### src/rtl/uart_rx_ctrl.sv
// uart_rx_ctrl: UART receive sequencer.
// The line is sampled on the shared oversample strobe. A start bit is qualified
// at its middle, and data bits are sampled at mid-bit, LSB first. The stop bit
// is then checked. Completed words go to the host over a valid/ready
// handshake. Framing errors are reported as a pulse; dropped words set a
// sticky overrun flag.
//
// state | meaning
// IDLE  | line idle, waiting for a falling edge
// START | counting to mid start bit to reject glitches
// DATA  | sampling DATA_BITS data bits at mid-bit
// STOP  | counting to mid stop bit, then deliver or flag framing error
// BRK   | stop bit was 0; wait for line to return high before re-arming
module uart_rx_ctrl #(
    parameter int OVERSAMPLE = 16,
    parameter int DATA_BITS  = 8
) (
    input  logic                 clk,
    input  logic                 reset,
    input  logic                 samp_clk,
    input  logic                 rx_in,
    output logic [DATA_BITS-1:0] data,
    output logic                 valid,
    input  logic                 ready,
    output logic                 frame_err,
    output logic                 overrun,
    input  logic                 ovr_clr,
    output logic                 busy
);

    localparam int TW = $clog2(OVERSAMPLE);
    localparam int BW = $clog2(DATA_BITS + 1);

    localparam logic [TW-1:0] TICK_MID  = TW'(OVERSAMPLE / 2 - 1);
    localparam logic [TW-1:0] TICK_LAST = TW'(OVERSAMPLE - 1);
    localparam logic [TW-1:0] TICK_ONE  = TW'(1);
    localparam logic [BW-1:0] BIT_LAST  = BW'(DATA_BITS - 1);
    localparam logic [BW-1:0] BIT_ONE   = BW'(1);

    typedef enum logic [2:0] {
        S_IDLE,
        S_START,
        S_DATA,
        S_STOP,
        S_BRK
    } state_t;

    state_t               state, state_nxt;
    logic [TW-1:0]        tick_cnt, tick_nxt;
    logic [BW-1:0]        bit_cnt, bit_nxt;
    logic [DATA_BITS-1:0] shreg, shreg_nxt;
    logic                 deliver;
    logic                 fe_set;
    logic                 drop;

    // Next-state, counter and shift-register logic; only moves on oversample ticks.
    always_comb begin
        state_nxt = state;
        tick_nxt  = tick_cnt;
        bit_nxt   = bit_cnt;
        shreg_nxt = shreg;
        deliver   = 1'b0;
        fe_set    = 1'b0;
        if (samp_clk) begin
            case (state)
                S_IDLE: begin
                    if (!rx_in) begin
                        state_nxt = S_START;
                        tick_nxt  = '0;
                    end
                end
                S_START: begin
                    if (tick_cnt == TICK_MID) begin
                        tick_nxt = '0;
                        if (!rx_in) begin
                            state_nxt = S_DATA;
                            bit_nxt   = '0;
                        end else begin
                            // glitch shorter than half a bit: silently re-arm
                            state_nxt = S_IDLE;
                        end
                    end else begin
                        tick_nxt = tick_cnt + TICK_ONE;
                    end
                end
                S_DATA: begin
                    if (tick_cnt == TICK_LAST) begin
                        tick_nxt  = '0;
                        shreg_nxt = {rx_in, shreg[DATA_BITS-1:1]};
                        bit_nxt   = bit_cnt + BIT_ONE;
                        if (bit_cnt == BIT_LAST) begin
                            state_nxt = S_STOP;
                        end
                    end else begin
                        tick_nxt = tick_cnt + TICK_ONE;
                    end
                end
                S_STOP: begin
                    if (tick_cnt == TICK_LAST) begin
                        tick_nxt = '0;
                        if (rx_in) begin
                            deliver   = 1'b1;
                            state_nxt = S_IDLE;
                        end else begin
                            fe_set    = 1'b1;
                            state_nxt = S_BRK;
                        end
                    end else begin
                        tick_nxt = tick_cnt + TICK_ONE;
                    end
                end
                S_BRK: begin
                    // a held-low line (break) must not look like a new start bit
                    if (rx_in) begin
                        state_nxt = S_IDLE;
                    end
                end
                default: begin
                    state_nxt = S_IDLE;
                    tick_nxt  = '0;
                    bit_nxt   = '0;
                end
            endcase
        end
    end

    // A finished word is dropped only if the previous one is still pending and not taken this clk.
    assign drop = deliver && valid && !ready;

    assign busy = (state != S_IDLE);

    // FSM state, counters and shift register.
    always_ff @(posedge clk or posedge reset) begin
        if (reset) begin
            state    <= S_IDLE;
            tick_cnt <= '0;
            bit_cnt  <= '0;
            shreg    <= '0;
        end else begin
            state    <= state_nxt;
            tick_cnt <= tick_nxt;
            bit_cnt  <= bit_nxt;
            shreg    <= shreg_nxt;
        end
    end

    // Host-side output word, handshake, error pulse and sticky overrun.
    always_ff @(posedge clk or posedge reset) begin
        if (reset) begin
            data      <= '0;
            valid     <= 1'b0;
            frame_err <= 1'b0;
            overrun   <= 1'b0;
        end else begin
            frame_err <= fe_set;
            if (deliver && (!valid || ready)) begin
                data  <= shreg;
                valid <= 1'b1;
            end else if (valid && ready) begin
                valid <= 1'b0;
            end
            // a drop in the same clk as a clear keeps the flag set
            if (drop) begin
                overrun <= 1'b1;
            end else if (ovr_clr) begin
                overrun <= 1'b0;
            end
        end
    end

endmodule

### config.mk
export PLATFORM = sky130hd
export DESIGN_NAME = uart_rx_ctrl
export DESIGN_NICKNAME = d
export VERILOG_FILES = /design/src/rtl/uart_rx_ctrl.sv
export SDC_FILE = /design/constraint.sdc
export NUM_CORES = 1
export LEC_CHECK = 0
export CORE_AREA = 5 5 75 77
export CTS_CLUSTER_SIZE = 14
export DETAILED_ROUTE_END_ITERATION = 16
export DIE_AREA = 0 0 80 82
export PLACE_DENSITY = 0.54
export SYNTH_ARGS = -nofsm -noshare
export SYNTH_HDL_FRONTEND = slang
export SYNTH_SLANG_ARGS = --single-unit
### constraint.sdc
create_clock -name clk -period 2.5 [get_ports clk]
set_input_delay 0.5 -clock clk [delete_from_list [all_inputs] [get_ports clk]]
set_output_delay 0.5 -clock clk [all_outputs]
set_load 0.02 [all_outputs]
**Word-level counts from Yosys, hierarchy flattened**

Index checks and enable logic that the tools add are counted.

- Flip-flop bits (word level): 30
- Bits of input ports: 6
- Output and inout bits: 12
- Word-level logic and storage cells: 71

- Add/subtract/negate cells: 2
- Equal/unequal tests: 14
- Mux-type cells: 28
- Bitwise gates (word level): 2
- Reductions and logical operators: 17

Operators with widths:

| operator | number |
|---|---|
| 3-bit two-way mux | 7 |
| 4-bit two-way mux | 5 |
| 4-bit one-hot mux with 4 select lines | 1 |
| 3-bit one-hot mux with 5 select lines | 1 |
| 2-bit != test, second input constant | 7 |
| 1-bit two-way mux | 12 |
| 4-bit one-hot mux with 3 select lines | 1 |
| 4-bit by 1-bit adder with 4-bit output, second input constant | 2 |
| 4-bit by 3-bit == test with 1-bit output, second input constant | 2 |
| 7-bit AND reduction | 1 |
| 3-bit by 2-bit == test with 1-bit output, second input constant | 2 |
| 3-bit AND reduction | 2 |
| 5-bit AND reduction | 1 |
| 4-bit == test, second input constant | 1 |
| 1-bit logical AND | 4 |
| 2-bit nonzero test | 2 |
| 3-bit by 1-bit == test with 1-bit output, second input constant | 1 |
| 3-bit == test, second input constant | 1 |
| 3-bit logical NOT | 1 |
| 3-bit nonzero test | 1 |
| 3-bit OR reduction | 1 |
| 1-bit logical NOT | 2 |
| 2-bit two-way mux | 1 |
| 1-bit inverter | 2 |
| other kinds (2) | 2 |

**Depth between registers and ports, before layout**

Gate-level depths: netlist of run 1.

- Depth after elaboration: 7
- Gate-level depth with buffers: 6
- Mapped depth without buffers: 5

**Worst setup path before layout of run 1**

Ideal clock, no wire load.

- Path kind: in2reg
- Start: input samp_clk
- End: register data[0]
- Setup time: 0.125 ns
- Arrival time: 1.707 ns
- Data required time: 2.375 ns
- Slack: 0.669 ns
- Stages on the path: 6
- Path buffers: 2
- Cell sequence: buf_2 > nand2b_1 > or3_4 > nor2b_1 > buf_4 > mux2_2

- Cells in the longest elaborated chain, start to end: 2

Ends and longest elaborated chain:

| element | RTL line | RTL |
|---|---|---|
| start: declaration | 20 | `input logic samp_clk,` |
| 1-bit two-way mux | 64 | `if (samp_clk) begin` |
| 1-bit logical AND | 156 | `if (deliver && (!valid \|\| ready)) begin` |
| end signal: assignment | 157 | `data <= shreg;` |
| end: declaration | 22 | `output logic [DATA_BITS-1:0] data,` |

Every way passes these cells.
A chain may end at the register's enable or synchronous reset.

**Worst setup path in the final report of run 1**

- Start: register state[2]
- End: output busy

- Cells in the longest elaborated chain, start to end: 1

Ends and longest elaborated chain:

| element | RTL line | RTL |
|---|---|---|
| start: declaration | 48 | `state_t state, state_nxt;` |
| start signal: assignment | 140 | `state <= state_nxt;` |
| 3-bit nonzero test | 130 | `assign busy = (state != S_IDLE);` |
| end: declaration | 28 | `output logic busy` |

Every way passes these cells.

==> impl_metrics.csv, run 1 <==
group,metric,value,unit
outcome,status,"completed",
detailed_routing,wl_per_cell,12.8,um
pwr,p_leak,0.815,nW
timing,whs,508,ps
timing,setup_viol,0,
detailed_routing,vias_per_cell,4.63,
cells_and_area,finish.utilization,35.9,%
flow_run,maxCapViolCount,0,
synthesis,synth_flop_cell,"dfrtp_1",
synthesis,synthCells,121,
worst_setup_path,worstPathRequired,2000,ps
placement,dp.final_hpwl,1960,um
global_routing,antenna_found_initial,0,
synthesis,async_flop_share,100,%
cells_and_area,antenna_cells,0,
global_routing,grt_overflow,0,
synthesis,yosys.area_share.simple,16.7,%
timing,timing.fmax,0.448,GHz
floorplanning,die_h,82,um
clocking,clock_sinks,30,
worst_setup_path,crit_type,"reg -> out",
global_routing,grt_pass1_vias,1025,
worst_setup_path,crit_family,"buffers and inverters",
synthesis,ys_seq_area_share,52.7,%
cells_and_area,nNetsFinal,151,
synthesis,synth_top_family_by_area,"simple AND/OR/NAND/NOR gates",
floorplanning,ioPinCount,18,
synthesis,synth_warnings,0,
detailed_routing,via_count,990,
synthesis,synth-edff-count,0,
synthesis,synth_area,0.00142,mm^2
pwr,power_density,766,mW/mm^2
floorplanning,coreArea,0.00494,mm^2
detailed_routing,drtIter0Drc,65,
timing,fin_crit,2230,ps
placement,io_buffers,17,
timing,slew_viol_final,0,
timing,skew,11.2,ps
cells_and_area,syn_to_final_growth,24.7,%
timing,finalSetupTns,0,ps
worst_setup_path,critical_path_buf_inv_count,1,
synthesis,synth-compound-area-share,9.31,%
clocking,postCtsSetupRepairBufs,0,
worst_setup_path,startpoint_type,"register",
worst_setup_path,crit_chain,"or3_1 > clkdlybuf4s50_1",
floorplanning,dieArea,0.00656,mm^2
synthesis,ys_types,38,
detailed_routing,dr.pass1.iters,4,
global_routing,track_usage,9.65,%
cells_and_area,drive_gt1_share,23.6,%
clocking,ctsResizeCount,0,
global_routing,grt_pass1_wl,4770,um
clocking,cts_buffers,5,
synthesis,synthMuxAreaShare,14.1,%
worst_setup_path,worstPathMaxFanout,11,
placement,globalplace.congestion,0.840,
worst_setup_path,slowest_delay,550,ps
clocking,h-tree-depth,2,
floorplanning,rows,26,
global_routing,grt_max_degree,31,
clocking,clock_path_buffers,2,
synthesis,synth_xor_area_share,0.615,%
placement,dpl_worst_slack,240,ps
synthesis,synth_seq_cells,30,
timing,rsz0062_at_grt,"false",
pwr,ir_drop,241,uV
floorplanning,start_util,28.8,%
synthesis,synth_nets,129,
synthesis,synthAdderAreaFrac,1.76,%
hold_path,hold_class,"reg -> reg",
timing,fin_ws,269,ps
clocking,cts_hold_buf,0,
worst_setup_path,crit_slowest_cell,"clkdlybuf4s50_1",
clocking,worstSkewPairLatency,280,ps
detailed_routing,antenna_left,0,
detailed_routing,wl,2740,um
worst_setup_path,worstSetupEndpointType,"primary output",
clocking,cts_tree,"built",
floorplanning,fp.dieW,80,um
clocking,clk_pin_slew,70,ps
timing,worst-slew-pin-transition,625,ps
worst_setup_path,arrival,1730,ps
timing,hold_viol,0,
detailed_routing,route.detailed.drc,0,
timing,slew_headroom,57.6,%
synthesis,postSynthAreaPerCell,11.8,um^2
clocking,cts-root-buf,"clkbuf_8",
timing,finalCritPeriodShare,89.2,%
## cell usage in the layout, fill, tap and decap left out, drive strengths merged, types with 2 or more instances in the layout
cell            n
a22o            2
a31oi           2
and2            2
buf             5
clkbuf          5
clkdlybuf4s50  17
clkinv          2
dfrtp          30
ha              2
inv             4
mux2           17
nand2          10
nand2b          3
nand3           3
nand4           2
nor2            9
nor2b           4
nor3            2
o21ai           2
o31ai           2
or3             2
## through the flow
stage	std cells	power [mW]	cell area [um^2]
floorplan	121	0.833	1420
global placement	206	0.877	1670
detailed placement	206	0.892	1670
CTS	214	1.38	1780
global route	214	1.44	1780
finish	214	1.36	1780
## metal layers
layer  global-route usage [%]  up-vias  share of wire (%)
met5                        0        -                  0
met3                     2.74        7                4.9
met4                     7.26        0                3.7
li1                         -      471                  -
met2                     14.4       26                 46
met1                     11.8      486                 45
## synth_stat cells (2+ instances only)
cell	instances	area (um^2)
a22o_1	2	17.5
a31oi_1	2	12.5
and2_1	2	12.5
buf_2	3	15.0
buf_4	2	15.0
buf_6	2	22.5
dfrtp_1	30	751
ha_1	2	25.0
inv_1	4	15.0
mux2_2	17	191
nand2_1	10	37.5
nand2b_1	3	18.8
nand3_1	3	15.0
nand4_1	2	12.5
nor2_1	9	33.8
nor2b_1	4	25.0
o21ai_0	2	10.0
o31ai_1	2	15.0
## worst register-to-register path, stage by stage (launching register included)
cell and delay (ps):
dfrtp_1 390, ha_1 250, nand2_1 130, or3_4 420, nor2b_1 120, buf_4 170
mux2_2 340
## report_power, final
part / switching, mW / total (mW) / leakage, nW / internal [mW]
clock: 0.185 / 0.478 / 0.0579 / 0.293
combinational: 0.123 / 0.254 / 0.353 / 0.131
sequential: 0.0931 / 0.628 / 0.404 / 0.535
## sequential cells by signal, summed over array words and instances, names as in the netlist
| register | count |
|---|---|
| state | 3 |
| frame_err | 1 |
| bit_cnt | 4 |
| valid | 1 |
| shreg | 8 |
| data | 8 |
| overrun | 1 |
| tick_cnt | 4 |
## worst paths after layout
check                                         from                    to  slack, ps  cells past startpoint
max                           state[2]$_DFFE_PP0P_                  busy        270                      2
min                           shreg[0]$_DFFE_PP0P_  shreg[0]$_DFFE_PP0P_        510                      1
max reg2reg                tick_cnt[0]$_DFFE_PP0P_   data[5]$_DFFE_PP0P_        540                      6
min reg2reg                   shreg[0]$_DFFE_PP0P_  shreg[0]$_DFFE_PP0P_        510                      1
max in group asynchronous                    reset  shreg[6]$_DFFE_PP0P_       1630                      3
min in group asynchronous                    reset  shreg[0]$_DFFE_PP0P_        580                      3
## final cells by class
class	instances	area, um^2
Clock buffer	5	68.8
Clock inverter	3	40.0
Fill cell	506	3170
Inverter	4	15.0
Multi-Input combinational cell	80	606
Sequential cell	30	751
Tap cell	70	87.6
Timing Repair Buffer	22	208
## cells by family after synthesis
family                     after synthesis
and+or+nand+nor                         42
AOI/OAI and AO/OA                       17
adders and majority gates                2
muxes                                   18
xor gates and xnor gates                 1
DFF                                     30
buffers and inverters                   11
No activity file was read; power rests on OpenSTA's default activity.
==> run 2: changes to the inputs <==
==> constraint.sdc (replaced) <==
create_clock -name clk -period 2.5 [get_ports clk]
set_input_delay 0.375 -clock clk [delete_from_list [all_inputs] [get_ports clk]]
set_output_delay 0.375 -clock clk [all_outputs]
set_load 0.02 [all_outputs]
==> run 2 against run 1 <==
Effect of this change: clock power down 1%; critical path depth unchanged; flip-flop and latch count unchanged; final cell count down 0.93%; sequential share of layout area up 0.36 points; worst hold slack worse by 41 ps; core utilization down 0.30 points; highest routed layer unchanged.
==> impl_metrics.csv, run 2 (same netlist as run 1, synthesis figures left out) <==
group,metric,value,unit
worst_setup_path,worstPathMaxFanout,11,
clocking,cts-root-buf,"clkbuf_8",
pwr,combPwrFrac,18.6,%
global_routing,antenna_found_initial,0,
timing,slew_viol_final,0,
timing,skew,5.39,ps
placement,io_buffers,17,
detailed_routing,wl,2590,um
timing,timing.fmax,0.474,GHz
worst_setup_path,crit_type,"reg -> out",
placement,globalplace.congestion,0.838,
cells_and_area,filler_cell_count,507,
placement,dp.final_hpwl,1860,um
detailed_routing,antenna_left,0,
worst_setup_path,startpoint_type,"register",
clocking,ctsResizeCount,0,
global_routing,grt_overflow,0,
pwr,p_switching,0.394,mW
timing,finalSetupTns,0,ps
floorplanning,start_util,28.8,%
detailed_routing,vias_per_cell,4.56,
clocking,cts_buffers,5,
floorplanning,dieArea,0.00656,mm^2
timing,setup_viol,0,
floorplanning,fp.dieW,80,um
timing,fin_crit,2110,ps
cells_and_area,fin_area,0.00176,mm^2
worst_setup_path,reg2reg_depth,3,
clocking,clock_path_buffers,2,
clocking,h-tree-depth,2,
clocking,clock_sinks,30,
global_routing,track_usage,9.33,%
placement,place_area,0.00165,mm^2
flow_run,maxCapViolCount,0,
detailed_routing,via_count,967,
detailed_routing,wl_per_cell,12.2,um
clocking,cts_tree,"built",
detailed_routing,route.detailed.drc,0,
worst_setup_path,r2r_slack,530,ps
timing,slew_headroom,55.1,%
timing,finalCritPeriodShare,84.4,%
pwr,p_sw_share,29.1,%
floorplanning,die_h,82,um
clocking,clk_pin_slew,70,ps
cells_and_area,nNetsFinal,149,
cells_and_area,antenna_cells,0,
clocking,postCtsSetupRepairBufs,0,
pwr,p_int,0.957,mW
worst_setup_path,arrival,1730,ps
hold_path,hold_class,"in -> async",
global_routing,grt_pass1_vias,1027,
floorplanning,coreArea,0.00494,mm^2
pwr,clock_power_share,34.9,%
detailed_routing,dr.pass1.iters,4,
outcome,status,"completed",
cells_and_area,syn_to_final_growth,23.6,%
pwr,ir_drop,258,uV
global_routing,grt_max_degree,31,
pwr,power_density,767,mW/mm^2
detailed_routing,drtIter0Drc,39,
pwr,p_leak,0.805,nW
worst_setup_path,worstPathRequired,2120,ps
worst_setup_path,crit-reg2reg-capture,"shreg[1]$_DFFE_PP0P_",
floorplanning,ioPinCount,18,
timing,hold_viol,0,
worst_setup_path,reg2reg_from,"state[1]$_DFFE_PP0P_",
cells_and_area,layout_common_cells,"30 x dfrtp_1, 17 x mux2_2, 17 x clkdlybuf4s50_1",
cells_and_area,final_common_cell,"dfrtp_1",
clocking,cts_hold_buf,0,
clocking,worstSkewPairLatency,280,ps
timing,rsz0062_at_grt,"false",
worst_setup_path,worstSetupEndpointType,"primary output",
timing,whs,467,ps
global_routing,grt_pass1_wl,4700,um
pwr,totalPowerFinal,1.35,mW
cells_and_area,drive_gt1_share,22.5,%
floorplanning,rows,26,
timing,worst-slew-pin-transition,663,ps
pwr,seqPwrFrac,46.5,%
cells_and_area,largest_registers,"data (8), shreg (8)",
[run 2: through the flow]
stage               setup slack (ps)  std cells  util [%]
floorplan                        714        121         -
global placement                 342        204      33.4
detailed placement               314        204      33.4
CTS                              383        212      35.6
global route                     312        212      35.6
finish                           390        212      35.6
[run 2: final cells by class]
cell class / count / area [um^2] / area share, %
Clock buffer: 5 / 68.8 / 3.91
Clock inverter: 3 / 40.0 / 2.27
Inverter: 4 / 15.0 / 0.853
Multi-Input combinational cell: 80 / 606 / 34.4
Sequential cell: 30 / 751 / 42.6
Tap cell: 70 / 87.6 / 4.98
Timing Repair Buffer: 20 / 193 / 10.9
[run 2: worst max-delay path by stage]
| stage | from | endpoint | slack [ps] |
|---|---|---|---|
| after floorplan | tick_cnt[0]$_DFFE_PP0P_ | data[0]$_DFFE_PP0P_ | 710 |
| after global placement | rx_in | data[0]$_DFFE_PP0P_ | 340 |
| after detailed placement | rx_in | data[1]$_DFFE_PP0P_ | 310 |
| after CTS | state[0]$_DFFE_PP0P_ | busy | 380 |
| after global routing | state[0]$_DFFE_PP0P_ | busy | 310 |
| final | state[2]$_DFFE_PP0P_ | busy | 390 |
[run 2: worst max-delay path: stages (launching register included)]
cell	delay (ps)
dfrtp_1	490
or3_1	420
clkdlybuf4s50_1	550
[run 2: power groups by stage]
| stage | clock network [mW] | logic (mW) | registers (mW) |
|---|---|---|---|
| 6_report | 0.471 | 0.251 | 0.628 |
| 3_5_place_dp | 0 | 0.253 | 0.634 |
| 2_1_floorplan | 0 | 0.261 | 0.572 |
| 4_1_cts | 0.482 | 0.255 | 0.627 |
| 5_1_grt | 0.504 | 0.286 | 0.640 |
| 3_3_place_gp | 0 | 0.244 | 0.632 |
[run 2: metal layers]
metal	vias up	global-route usage, %	share of wire [%]	wire length (um)
li1	466	-	-	-
met1	471	11.3	47	1210
met2	23	14.9	45	1170
met3	7	3.18	5.4	140
met4	0	4.56	2.4	63
met5	-	0	0	0
==> run 3: changes to the inputs <==
clock period = 2 ns   (was 2.5 ns; I/O delays follow)
==> run 3 against run 2 <==
Effect of this change: non-clock buffer count grew 10; routed wire length grew 3.7%; critical endpoint unchanged; clock power rose by 4.7%; highest routed layer unchanged; largest cell class unchanged; final cell count increased by 4.7%.
==> impl_metrics.csv, run 3 (same netlist as run 1, synthesis figures left out) <==
group,metric,value,unit
outcome,status,"completed",
worst_setup_path,reg2reg_from,"state[1]$_DFFE_PP0P_",
detailed_routing,wl_per_cell,12.1,um
global_routing,grt_overflow,0,
worst_setup_path,worstPathRequired,1700,ps
global_routing,grt_pass1_wl,4690,um
floorplanning,start_util,28.8,%
hold_path,hold_class,"in -> async",
pwr,p_int,1.16,mW
clocking,clk_pin_slew,60,ps
cells_and_area,fin_area,0.00182,mm^2
pwr,totalPowerFinal,1.65,mW
cells_and_area,layout_common_cells,"30 x dfrtp_1, 17 x mux2_2, 16 x clkdlybuf4s50_1",
clocking,cts_buffers,5,
detailed_routing,antenna_left,0,
worst_setup_path,crit_slowest_cell,"dfrtp_1",
global_routing,grt_pass1_vias,967,
worst_setup_path,worstSetupEndpointType,"primary output",
pwr,clock_power_share,29.8,%
cells_and_area,instances_no_fill,222,
detailed_routing,vias_per_cell,4.46,
timing,skew,4.70,ps
pwr,seqPwrFrac,45.1,%
flow_run,maxCapViolCount,0,
worst_setup_path,crit_type,"reg -> out",
timing,timing.fmax,0.536,GHz
clocking,clock_path_buffers,2,
placement,dp.cells,214,
cells_and_area,drive_gt1_share,27.0,%
worst_setup_path,crit_start,"state[1]$_DFFE_PP0P_",
global_routing,track_usage,9.52,%
cells_and_area,largest_registers,"data (8), shreg (8)",
cells_and_area,antenna_cells,0,
placement,io_buffers,17,
global_routing,grt_max_degree,31,
placement,dpl_worst_slack,-22.2,ps
worst_setup_path,crit_cells,3,
cells_and_area,nNetsFinal,159,
clocking,clock_sinks,30,
worst_setup_path,crit_family,"buffers and inverters",
timing,setup_viol,0,
floorplanning,coreArea,0.00494,mm^2
cells_and_area,syn_to_final_growth,27.6,%
worst_setup_path,critical_path_buf_inv_count,2,
placement,globalplace.congestion,0.863,
timing,finalSetupTns,0,ps
timing,rsz0062_at_grt,"false",
cells_and_area,filler_cell_count,489,
worst_setup_path,worstPathMaxFanout,7,
clocking,h-tree-depth,2,
clocking,cts-root-buf,"clkbuf_8",
clocking,postCtsSetupRepairBufs,0,
timing,slew_viol_final,0,
global_routing,antenna_found_initial,0,
worst_setup_path,startpoint_type,"register",
detailed_routing,via_count,991,
timing,finalCritPeriodShare,93.3,%
clocking,cts_hold_buf,0,
floorplanning,ioPinCount,18,
pwr,p_switching,0.493,mW
timing,slew_headroom,55.7,%
timing,fin_crit,1870,ps
detailed_routing,wl,2690,um
pwr,combPwrFrac,25.0,%
pwr,power_density,910,mW/mm^2
pwr,p_leak,0.842,nW
cells_and_area,final_common_cell,"dfrtp_1",
pwr,p_sw_share,29.8,%
worst_setup_path,crit_chain,"buf_4 > or3_1 > dlygate4sd2_1",
floorplanning,dieArea,0.00656,mm^2
timing,fin_ws,133,ps
detailed_routing,drtIter0Drc,36,
worst_setup_path,slowest_delay,460,ps
detailed_routing,route.detailed.drc,0,
timing,worst-slew-pin-transition,654,ps
placement,dp.final_hpwl,1970,um
detailed_routing,dr.pass1.iters,4,
timing,hold_viol,0,
floorplanning,die_h,82,um
floorplanning,fp.dieW,80,um
pwr,ir_drop,347,uV
clocking,worstSkewPairLatency,270,ps
timing,whs,396,ps
placement,place_area,0.00173,mm^2
worst_setup_path,arrival,1570,ps
worst_setup_path,reg2reg_depth,3,
clocking,cts_tree,"built",
floorplanning,rows,26,
cells_and_area,finish.utilization,36.7,%
==> run 3: cell types whose count changed in the layout (fill, tap and decap cells not counted), sizes merged <==
cell and change:
clkbuf +2, clkdlybuf4s50 -1, bufinv -1, clkinv -1
dlygate4sd2 +1, buf +10
==> run 3: power by group through the flow <==
stage	clock network [mW]	logic (mW)	registers (mW)
6_report	0.493	0.414	0.746
2_1_floorplan	0	0.326	0.716
5_1_grt	0.537	0.467	0.756
3_3_place_gp	0	0.410	0.753
3_5_place_dp	0	0.420	0.755
4_1_cts	0.512	0.420	0.744
==> run 3: path summary, 6_finish.rpt <==
| path | to | slack [ps] |
|---|---|---|
| hold reg to reg | data[0]$_DFFE_PP0P_ | 500 |
| setup reg to reg | shreg[2]$_DFFE_PP0P_ | 160 |
| hold / removal | shreg[0]$_DFFE_PP0P_ | 400 |
| setup / recovery | busy | 130 |
| max in group asynchronous | bit_cnt[2]$_DFFE_PP0P_ | 1320 |
| min in group clk | data[0]$_DFFE_PP0P_ | 500 |
==> run 3: worst min-delay path, cell delays in order <==
cell and delay, ps:
clkdlybuf4s50_1 390, inv_1 50, buf_4 340
==> run 3: metal layers <==
| metal | vias up | track usage (%) | routed length (um) | part of all wire [%] |
|---|---|---|---|---|
| li1 | 489 | - | - | - |
| met5 | - | 0 | 0 | 0 |
| met3 | 2 | 3.51 | 107 | 4.0 |
| met2 | 19 | 14.5 | 1230 | 46 |
| met4 | 0 | 4.56 | 36 | 1.3 |
| met1 | 481 | 11.9 | 1310 | 49 |
==> run 3: area by class of cell <==
cell class	count	area (um^2)	share of cell area, %
clock buffer	7	86.3	4.75
clock inverter	1	5.00	0.275
inverter	4	15.0	0.826
multi-input combinational	80	606	33.3
sequential	30	751	41.3
tap	70	87.6	4.82
timing repair buffer	30	267	14.7
==> run 3: repair_timing <==
action / 4_1_cts / 5_1_grt
gates resized for setup: 1 / 0
setup endpoints to repair: 1 / 0
endpoints found under the hold margin: 0 / 0
